`config.mk`:
```
export PLATFORM = sky130hd
export DESIGN_NAME = fetch_stage
export DESIGN_NICKNAME = d
export VERILOG_FILES = /design/src/rtl/arm_pkg.sv /design/src/rtl/pc_reg.sv /design/src/rtl/fetch_stage.sv
export SDC_FILE = /design/constraint.sdc
export NUM_CORES = 1
export LEC_CHECK = 0
export ABC_AREA = 1
export CELL_PAD_IN_SITES_DETAIL_PLACEMENT = 0
export CELL_PAD_IN_SITES_GLOBAL_PLACEMENT = 2
export CORE_UTILIZATION = 26
export CTS_BUF_LIST = sky130_fd_sc_hd__clkbuf_8
export CTS_CLUSTER_DIAMETER = 120
export DETAILED_ROUTE_END_ITERATION = 16
export PLACE_DENSITY = 0.88
export SKIP_LAST_GASP = 1
export SLEW_MARGIN = 20
export SYNTH_ARGS = -nofsm -noshare
export SYNTH_HDL_FRONTEND = slang
export SYNTH_HIERARCHICAL = 1
export SYNTH_SLANG_ARGS = --single-unit
```
`constraint.sdc`:
```
create_clock -name clk -period 2.05 [get_ports clk]
set_clock_uncertainty 0.05 [all_clocks]
set_input_delay 0.3075 -clock clk [delete_from_list [all_inputs] [get_ports clk]]
set_output_delay 0.3075 -clock clk [all_outputs]
set_load 0.02 [all_outputs]
```
`src/rtl/arm_pkg.sv`:
```
// Shared definitions for the ARM pipeline: the word type, the fetch
// increment and the NOP that fills a flushed pipeline slot.
package arm_pkg;

   typedef logic [31:0] word_t;

   localparam word_t NOP_INST   = 32'd0;
   localparam word_t WORD_BYTES = 32'd4;
   localparam word_t ALIGN_MASK = ~32'h3;

   function automatic word_t align_word(input word_t addr);
      return addr & ALIGN_MASK;
   endfunction

endpackage

```
`src/rtl/pc_reg.sv`:
```
// Program counter with the next-PC selection: reset, branch redirect,
// freeze hold and sequential increment. The PC is always word aligned.
module pc_reg
   import arm_pkg::*;
#(
   parameter logic [31:0] RESET_PC = 32'd0
) (
   input  logic        clk,
   input  logic        rst,
   input  logic        freeze,
   input  logic        branch_taken,
   input  logic [31:0] branch_addr,
   output logic [31:0] pc,
   output logic [31:0] pc_plus4
);

   word_t pc_q;
   word_t pc_d;
   word_t pc_inc;

   // Increment wraps modulo 2^32, so 0xFFFFFFFC advances to 0.
   assign pc_inc = pc_q + WORD_BYTES;

   always_comb begin
      pc_d = pc_q;
      if (branch_taken) begin
         pc_d = align_word(branch_addr);
      end else if (!freeze) begin
         pc_d = pc_inc;
      end
   end

   always_ff @(posedge clk) begin
      if (rst) begin
         pc_q <= align_word(RESET_PC);
      end else begin
         pc_q <= pc_d;
      end
   end

   assign pc       = pc_q;
   assign pc_plus4 = pc_inc;

endmodule

```
`src/rtl/fetch_stage.sv`:
```
// Instruction-fetch stage: PC, IF/ID register with freeze and branch flush,
// and saturating fetch/stall/flush event counters.
module fetch_stage
   import arm_pkg::*;
#(
   parameter logic [31:0] RESET_PC = 32'd0,
   parameter int          CNT_W    = 16
) (
   input  logic             clk,
   input  logic             rst,
   input  logic             freeze,
   input  logic             branch_taken,
   input  logic [31:0]      branch_addr,
   output logic [31:0]      imem_addr,
   input  logic [31:0]      imem_inst,
   output logic [31:0]      inst_out,
   output logic [31:0]      pc_out,
   output logic             valid_out,
   output logic [CNT_W-1:0] fetch_cnt,
   output logic [CNT_W-1:0] stall_cnt,
   output logic [CNT_W-1:0] flush_cnt
);

   localparam logic [CNT_W-1:0] CNT_MAX = '1;
   localparam logic [CNT_W-1:0] CNT_ONE = {{(CNT_W-1){1'b0}}, 1'b1};

   word_t pc;
   word_t pc_plus4;
   logic  advance;
   logic  stall;

   // A branch overrides a simultaneous freeze, so that cycle is not a stall.
   assign advance = !branch_taken && !freeze;
   assign stall   = !branch_taken && freeze;

   pc_reg #(
      .RESET_PC(RESET_PC)
   ) u_pc_reg (
      .clk         (clk),
      .rst         (rst),
      .freeze      (freeze),
      .branch_taken(branch_taken),
      .branch_addr (branch_addr),
      .pc          (pc),
      .pc_plus4    (pc_plus4)
   );

   assign imem_addr = pc;

   always_ff @(posedge clk) begin
      if (rst) begin
         inst_out  <= NOP_INST;
         pc_out    <= 32'd0;
         valid_out <= 1'b0;
      end else if (branch_taken) begin
         inst_out  <= NOP_INST;
         pc_out    <= 32'd0;
         valid_out <= 1'b0;
      end else if (advance) begin
         inst_out  <= imem_inst;
         pc_out    <= pc_plus4;
         valid_out <= 1'b1;
      end
   end

   always_ff @(posedge clk) begin
      if (rst) begin
         fetch_cnt <= '0;
         stall_cnt <= '0;
         flush_cnt <= '0;
      end else begin
         if (advance && fetch_cnt != CNT_MAX) begin
            fetch_cnt <= fetch_cnt + CNT_ONE;
         end
         if (stall && stall_cnt != CNT_MAX) begin
            stall_cnt <= stall_cnt + CNT_ONE;
         end
         if (branch_taken && flush_cnt != CNT_MAX) begin
            flush_cnt <= flush_cnt + CNT_ONE;
         end
      end
   end

endmodule

```
==> flow_summary.yaml, run 1 <==
synth:
  synthCells: 1094
  avgSynthCellArea_um2: 6.69
  synthArstFlopShare_pct: 0
  ys_types: 33
  synth_top_area_share_pct: 39.1
  ys_warn_count: 6
  synth_ff_type: "dfxtp_1"
  synth_seq_cells: 143
  yosys.area.top_type: "dfxtp_1"
  synth.most_common_cell: "nand2_1"
  synth_common_cells: "nand2_1, dfxtp_1, nor2_1"
  synth-edff-count: 0
  ys_top_cells_by_area: "dfxtp_1, nand2_1, a21oi_1, nor2_1, inv_1"
  syn_area_um2: 7320
  synth-seq-area-share_pct: 39.1
clock_tree:
  cts_made_buffers: 17
  hold_buffers: 0
  clockBufferDepth: 2
  cts_max_level: 4
  root_buffer: "clkbuf_8"
  cts_tree: "built"
  cts.sinks: 143
  clk_latency_ps: 440
  cts.clk_slew.worst_paths_ps: 100
  post_cts_buffers: 0
power:
  power.switching_uw: 1690
  p_clk_share_pct: 39.3
  leakage_uw: 0.00379
  p_seq_share_pct: 47.9
  power_density_nw_per_um2: 590
  power_frac_comb_pct: 12.9
  p_sw_share_pct: 27.6
  ir_worst_vdd_v: 0.000312
  p_int_uw: 4410
setup_path:
  cp.required_ps: 1690
  cp.buffers_inverters: 1
  crit_slowest_cell: "clkdlybuf4s50_1"
  worstPathArrival_ps: 1600
  cp_cell_sequence: "clkdlybuf4s50_1"
  worstSetupEndpointType: "primary output"
  worstSetupPathType: "flop to primary output"
  crit_fanout: 5
  startpoint_type: "flop"
  cp_top_family: "buffers and inverters"
  critical_path.max_stage_delay_ps: 670
finish:
  final-seq-area_um2: 2860
  fillerInstances: 2954
  fin_cells: 1699
  drive_above_1_share_pct: 9.01
  layout.nets: 1381
  area_growth_pct: 41.4
  num_antenna_cells: 0
  multiInputGateArea_um2: 3890
floorplan:
  die_w_um: 170
  io_pins: 213
  die_h_um: 170
  num_rows: 61
  start_util_pct: 26.4
  core_um2: 27700
  die-area_um2: 28800
grt:
  grtUsageTotal_pct: 16.4
  grt_pass1_vias: 6868
  gr-total-overflow: 0
  antenna_found_initial: 0
  grt_pass1_wl_um: 37100
  grt_start_max_net_pins: 52
drt:
  via_per_inst: 4.40
  firstDrtPassIters: 4
  drt-wirelength-per-cell_um: 14.0
  drc: 0
  drt_iter0_drc: 335
  vias: 7469
  wl_um: 23800
  drtAntennaViolNets: 0
timing:
  fin_crit_ps: 1950
  fmaxAchievable_mhz: 512
  timing.setup.tns_ps: 0
  slew_viol_final: 0
  hold_viol: 0
  post-route-period-util_pct: 95.3
  grt_setup_unrepaired: "no"
  setup_viol: 0
place:
  port_buffers: 208
  placed_cells: 1668
  routabilityCongestion: 0.833
  dp_hpwl_um: 17400
run_status:
  status: "finished, final reports clean"
worst_hold_path:
  hp-class: "input pin to flop"
job:
  drv_cap: 0
==> worst register-to-register path, delay by kind of cell, from the launching register on <==
| kind | cells | cell delay, ps |
|---|---|---|
| AND/OR/NAND/NOR | 7 | 950 |
| flip-flops | 1 | 400 |
| adder cells (fa/ha/maj) | 1 | 250 |
| AO/OA/AOI/OAI | 1 | 50 |
==> through the flow <==
stage	util (%)	hold slack (ps)	cell area, µm²	total power, µW	setup WS, ps
after floorplan	-	405	7330	3360	319
after global placement	35.9	396	9940	3770	118
after detailed placement	35.9	399	9940	3770	90.9
after CTS	37.3	237	10300	6220	11.5
after global routing	37.3	258	10300	6400	9.53
final	37.3	279	10300	6100	97.2
==> power groups by stage <==
| stage | clock network [µW] | logic, µW | registers, µW |
|---|---|---|---|
| floorplan | 0 | 310 | 3050 |
| global placement | 0 | 786 | 2980 |
| finish | 2400 | 785 | 2920 |
| global route | 2620 | 855 | 2930 |
| detailed placement | 0 | 788 | 2980 |
| CTS | 2510 | 793 | 2920 |
==> cell type report <==
class	count	area share [%]
Multi-Input combinational cell	827	37.6
Timing Repair Buffer	236	23.2
Clock buffer	17	2.26
Inverter	84	3.05
Tap cell	378	4.57
Sequential cell	143	27.7
Clock inverter	14	1.62
==> path summary, 6_finish.rpt <==
path	from	slack, ps	end	depth (start not counted)
min reg2reg	pc_out[8]	410	pc_out[8]	2
min	rst	280	flush_cnt[5]	4
max	u_pc_reg/pc[11]	100	imem_addr[11]	1
max reg2reg	u_pc_reg/pc[3]	250	pc_out[22]	9
==> metal layers <==
metal | global-route usage (%) | wire length (µm) | up-vias
li1 | - | - | 3871
met1 | 21.0 | 10800 | 3417
met5 | 0 | 0 | -
met4 | 3.29 | 218 | 0
met2 | 28.0 | 11500 | 170
met3 | 3.50 | 1250 | 11
==> placed cells by master (no fill, tap or decap), types with 7 or more instances in the layout <==
master	n
buf_4	19
nor2_1	139
a22o_1	7
buf_12	9
nor2_4	16
dfxtp_1	142
clkdlybuf4s50_1	207
nand2_1	386
nand3_1	59
xor2_1	9
a21oi_1	114
a31oi_1	8
inv_1	83
nand2_2	10
clkbuf_8	17
nor2_2	12
o21ai_0	20
==> repair_timing <==
| item | 4_1_cts | 5_1_grt |
|---|---|---|
| hold endpoints to repair | 0 | 0 |
| setup endpoints to repair | 0 | 1 |
| resized for setup | 0 | 1 |
==> cell families (layout without fill, tap and decap cells) <==
kind of cell	Yosys count	count (layout)	share of synthesized area [%]
and+or+nand+nor	648	648	38.1
AOI/OAI and AO/OA	152	152	11.1
xor gates and xnor gates	19	19	2.89
adders and majority gates	4	4	0.684
other	1	4	0.0512
DFF	143	143	39.1
buffers and inverters	127	351	8.03
Power figures use the tool's default switching activity.
==> run 2, diff against run 1 <==
--- a/config.mk
+++ b/config.mk
@@ -12,7 +12,7 @@
 export CTS_BUF_LIST = sky130_fd_sc_hd__clkbuf_8
 export CTS_CLUSTER_DIAMETER = 120
 export DETAILED_ROUTE_END_ITERATION = 16
-export PLACE_DENSITY = 0.88
+export PLACE_DENSITY = 0.82
 export SKIP_LAST_GASP = 1
 export SLEW_MARGIN = 20
 export SYNTH_ARGS = -nofsm -noshare
==> run 2 against run 1 <==
  * Final cell count hardly changed
  * Count of clock-buffer cells in the layout is 2 higher
  * Total power up 3.0%
  * Design area barely moved
  * Die area is the same
  * Non-clock buffer count stayed put
  * Largest power group unchanged
==> flow_summary.yaml, run 2 (synthesis gave the netlist of run 1 again) <==
drt:
  via_per_inst: 4.32
  firstDrtPassIters: 4
  drt-wirelength-per-cell_um: 14.1
  drtAntennaViolNets: 0
  wl_um: 23900
  vias: 7344
  drc: 0
  drt_iter0_drc: 436
grt:
  antenna_found_initial: 1
  grt_pass1_wl_um: 37900
  gr-total-overflow: 0
  grtUsageTotal_pct: 16.8
  grt_start_max_net_pins: 63
  grt_pass1_vias: 7027
power:
  power.total_uw: 6280
  ir_worst_vdd_v: 0.000358
  leakage_uw: 0.00380
  power_density_nw_per_um2: 607
finish:
  final-seq-area_um2: 2860
  fillerInstances: 2968
  area_growth_pct: 41.3
  fin_cells: 1700
  drive_above_1_share_pct: 9.08
  fin_util_pct: 37.3
  layout.nets: 1381
  final_common_cell: "nand2_1"
  multiInputGateArea_um2: 3890
  layout_common_cells: "nand2_1, clkdlybuf4s50_1, dfxtp_1"
clock_tree:
  hold_buffers: 0
  cts.clk_slew.worst_paths_ps: 90
  cts_made_buffers: 17
  cts.sinks: 143
  post_cts_buffers: 0
  clk_latency_ps: 440
  cts-resized-gates: 0
  clockBufferDepth: 2
  cts_tree: "built"
  root_buffer: "clkbuf_8"
  cts_max_level: 4
job:
  drv_cap: 0
place:
  routabilityCongestion: 0.823
  placed_cells: 1668
  dp_hpwl_um: 17600
  port_buffers: 208
timing:
  fin_crit_ps: 1950
  post-route-period-util_pct: 95.1
  slew-limit-headroom_pct: 65.7
  hold_viol: 0
  fmaxAchievable_mhz: 513
  tightest_slew_ps: 514
  setup_viol: 0
  slew_viol_final: 0
  timing.setup.tns_ps: 0
  grt_setup_unrepaired: "no"
setup_path:
  worstSetupPathType: "flop to primary output"
  crit_fanout: 6
  cp.required_ps: 1690
  cp_top_family: "buffers and inverters"
  startpoint_type: "flop"
  cp.buffers_inverters: 1
  worstPathArrival_ps: 1590
  cp.depth: 1
  r2r_cells: 8
  worstSetupEndpointType: "primary output"
  critical_path.max_stage_delay_ps: 660
  crit_slowest_cell: "clkdlybuf4s50_1"
  cp_cell_sequence: "clkdlybuf4s50_1"
worst_hold_path:
  hold_depth: 5
  hp-class: "input pin to flop"
floorplan:
  start_util_pct: 26.4
  die_h_um: 170
  die-area_um2: 28800
  num_rows: 61
  core_um2: 27700
  die_w_um: 170
  io_pins: 213
run_status:
  status: "finished, final reports clean"
-- run 2: cell count changes in the layout (fill, tap and decap cells not counted) --
| cell | change |
|---|---|
| buf_12 | -4 |
| buf_4 | +4 |
| clkbuf_8 | +2 |
| inv_1 | -2 |
| bufinv_16 | +1 |
| clkinvlp_4 | -1 |
| dfxtp_1 | +1 |
| dfxtp_2 | -1 |
| diode_2 | +1 |
-- run 2: stage by stage --
step	hold slack, ps	instance area [µm²]	setup slack, ps
final	298	10300	101
after global routing	300	10300	1.56
after CTS	271	10300	49.0
after detailed placement	402	9890	29.4
after global placement	398	9890	49.6
after floorplan	405	7330	319
-- run 2: worst min-delay path, cell delays in order --
cell and delay [ps]:
buf_2 90, inv_1 50, nand2_2 90, buf_4 160
a21oi_1 40
-- run 2: worst paths after layout --
path / from / endpoint / slack [ps]
min reg2reg: pc_out[15] / pc_out[15] / 410
min: rst / pc_out[30] / 300
max reg2reg: u_pc_reg/pc[3] / u_pc_reg/pc[20] / 230
max: flush_cnt[2] / flush_cnt[2] / 100
-- run 2: power breakdown --
| part | total, µW | internal [µW] | switching, µW |
|---|---|---|---|
| clock network | 2600 | 1400 | 1200 |
| logic | 771 | 360 | 411 |
| registers | 2920 | 2840 | 73.0 |
-- run 2: layout make-up --
class	count	area share, %
antenna	1	0.0242
clock buffer	19	2.53
clock inverter	12	1.77
inverter	84	3.05
multi-input combinational	827	37.6
sequential	143	27.7
tap	378	4.57
timing repair buffer	236	22.7
-- run 2: layer usage --
layer	vias up	global-route usage [%]	wire [µm]
met4	0	3.76	329
li1	3885	-	-
met5	-	0	0
met1	3293	21.2	10900
met2	151	28.8	11600
met3	15	3.85	1080
==> run 3, diff against run 2 <==
--- a/config.mk
+++ b/config.mk
@@ -12,6 +12,7 @@
 export CTS_BUF_LIST = sky130_fd_sc_hd__clkbuf_8
 export CTS_CLUSTER_DIAMETER = 120
 export DETAILED_ROUTE_END_ITERATION = 16
+export GPL_TIMING_DRIVEN = 0
 export PLACE_DENSITY = 0.82
 export SKIP_LAST_GASP = 1
 export SLEW_MARGIN = 20
==> run 3 against run 2 <==
  * Design area decreased by 0.52%
  * Clock power decreased by 9.6%
  * Critical path depth unchanged
  * First-iteration DRC count decreased by 3.9%
  * Wire length increased by 4.5%
  * Count of clock-buffer cells in the layout decreased by 2
  * Non-clock buffer count increased by 14
  * Critical path type unchanged
  * Largest cell class unchanged
==> flow_summary.yaml, run 3 (synthesis gave the netlist of run 1 again) <==
run_status:
  status: "finished, final reports clean"
drt:
  firstDrtPassIters: 5
  drt-wirelength-per-cell_um: 14.6
  wl_um: 25000
  vias: 7444
  drtAntennaViolNets: 0
  drc: 0
  drt_iter0_drc: 419
  via_per_inst: 4.34
setup_path:
  worstPathArrival_ps: 1600
  startpoint_type: "flop"
  critical_path.max_stage_delay_ps: 660
  crit_fanout: 5
  worst-r2r-setup-slack_ps: 190
  worstSetupPathType: "flop to primary output"
  cp.buffers_inverters: 1
  cp.required_ps: 1690
  rr_startpoint: "u_pc_reg/pc[3]"
  worstSetupEndpointType: "primary output"
  cp_cell_sequence: "clkdlybuf4s50_1"
  crit_start: "u_pc_reg/pc[11]"
  cp_top_family: "buffers and inverters"
  crit_slowest_cell: "clkdlybuf4s50_1"
floorplan:
  die-area_um2: 28800
  core_um2: 27700
  num_rows: 61
  io_pins: 213
  start_util_pct: 26.4
  die_h_um: 170
  die_w_um: 170
clock_tree:
  clockBufferDepth: 2
  cts_made_buffers: 17
  hold_buffers: 0
  cts.clk_slew.worst_paths_ps: 110
  post_cts_buffers: 0
  root_buffer: "clkbuf_8"
  cts.sinks: 143
  cts_max_level: 4
  cts_tree: "built"
  cts-resized-gates: 0
  clk_latency_ps: 460
finish:
  layout.nets: 1395
  num_antenna_cells: 0
  fin_util_pct: 37.1
  drive_above_1_share_pct: 8.98
  final_common_cell: "nand2_1"
  layout_common_cells: "nand2_1, clkdlybuf4s50_1, dfxtp_1"
  fillerInstances: 2961
  fin_cells: 1714
  area_growth_pct: 40.5
power:
  power.switching_uw: 1910
  power_density_nw_per_um2: 587
  p_clk_share_pct: 38.9
  power.total_uw: 6030
  p_seq_share_pct: 48.5
  ir_worst_vdd_v: 0.000337
  p_int_uw: 4130
  power_frac_comb_pct: 12.6
  leakage_uw: 0.00381
  p_sw_share_pct: 31.6
grt:
  antenna_found_initial: 0
  grt_pass1_vias: 6893
  grt_start_max_net_pins: 18
  grt_pass1_wl_um: 38500
  grtUsageTotal_pct: 17.5
  gr-total-overflow: 0
job:
  drv_cap: 0
place:
  place_ws_ps: -371
  placed_cells: 1682
  port_buffers: 207
  dp_hpwl_um: 19000
  routabilityCongestion: 0.822
timing:
  fin_ws_ps: 90.6
  grt_setup_unrepaired: "no"
  slew-limit-headroom_pct: 58.5
  slew_viol_final: 0
  timing.setup.tns_ps: 0
  hold_viol: 0
  tightest_slew_ps: 622
  post-route-period-util_pct: 95.6
  setup_viol: 0
  fmaxAchievable_mhz: 510
  fin_crit_ps: 1960
worst_hold_path:
  hp-start: "rst"
  hp-class: "input pin to flop"
## run 3: layout make-up
class	count	area (µm²)	share of cell area [%]
multi-input cells	827	3880	37.7
flip-flops and latches	143	2860	27.8
repair buffers	207	2080	20.2
well taps	378	473	4.60
inverters	84	315	3.07
plain buffers	43	274	2.66
clock buffers	17	234	2.27
clock inverters	15	169	1.64
## run 3: power groups by stage
stage | Clock, µW | Sequential, µW | Combinational, µW
after floorplan | 0 | 3050 | 310
after CTS | 2450 | 2930 | 770
final | 2350 | 2930 | 760
after global routing | 2570 | 2940 | 834
after global placement | 0 | 2990 | 766
after detailed placement | 0 | 2990 | 767
## run 3: final timing paths
path / cells past startpoint / endpoint
min: 2 / stall_cnt[9]
max: 1 / imem_addr[11]
max reg2reg: 8 / u_pc_reg/pc[20]
min reg2reg: 2 / inst_out[30]
## run 3: per-layer routing
layer  track usage (%)  part of all wire, %  routed length, µm
met5                 0                    0                  0
met3              3.13                  3.6                893
met1              22.5                   46              11500
met4              4.31                  1.0                252
met2              29.9                   49              12300
## run 3: through the flow
step,cell area [µm²],hold WS [ps]
floorplan,7330,405
global placement,9880,397
detailed placement,9880,401
CTS,10300,95.7
global route,10300,103
finish,10300,124
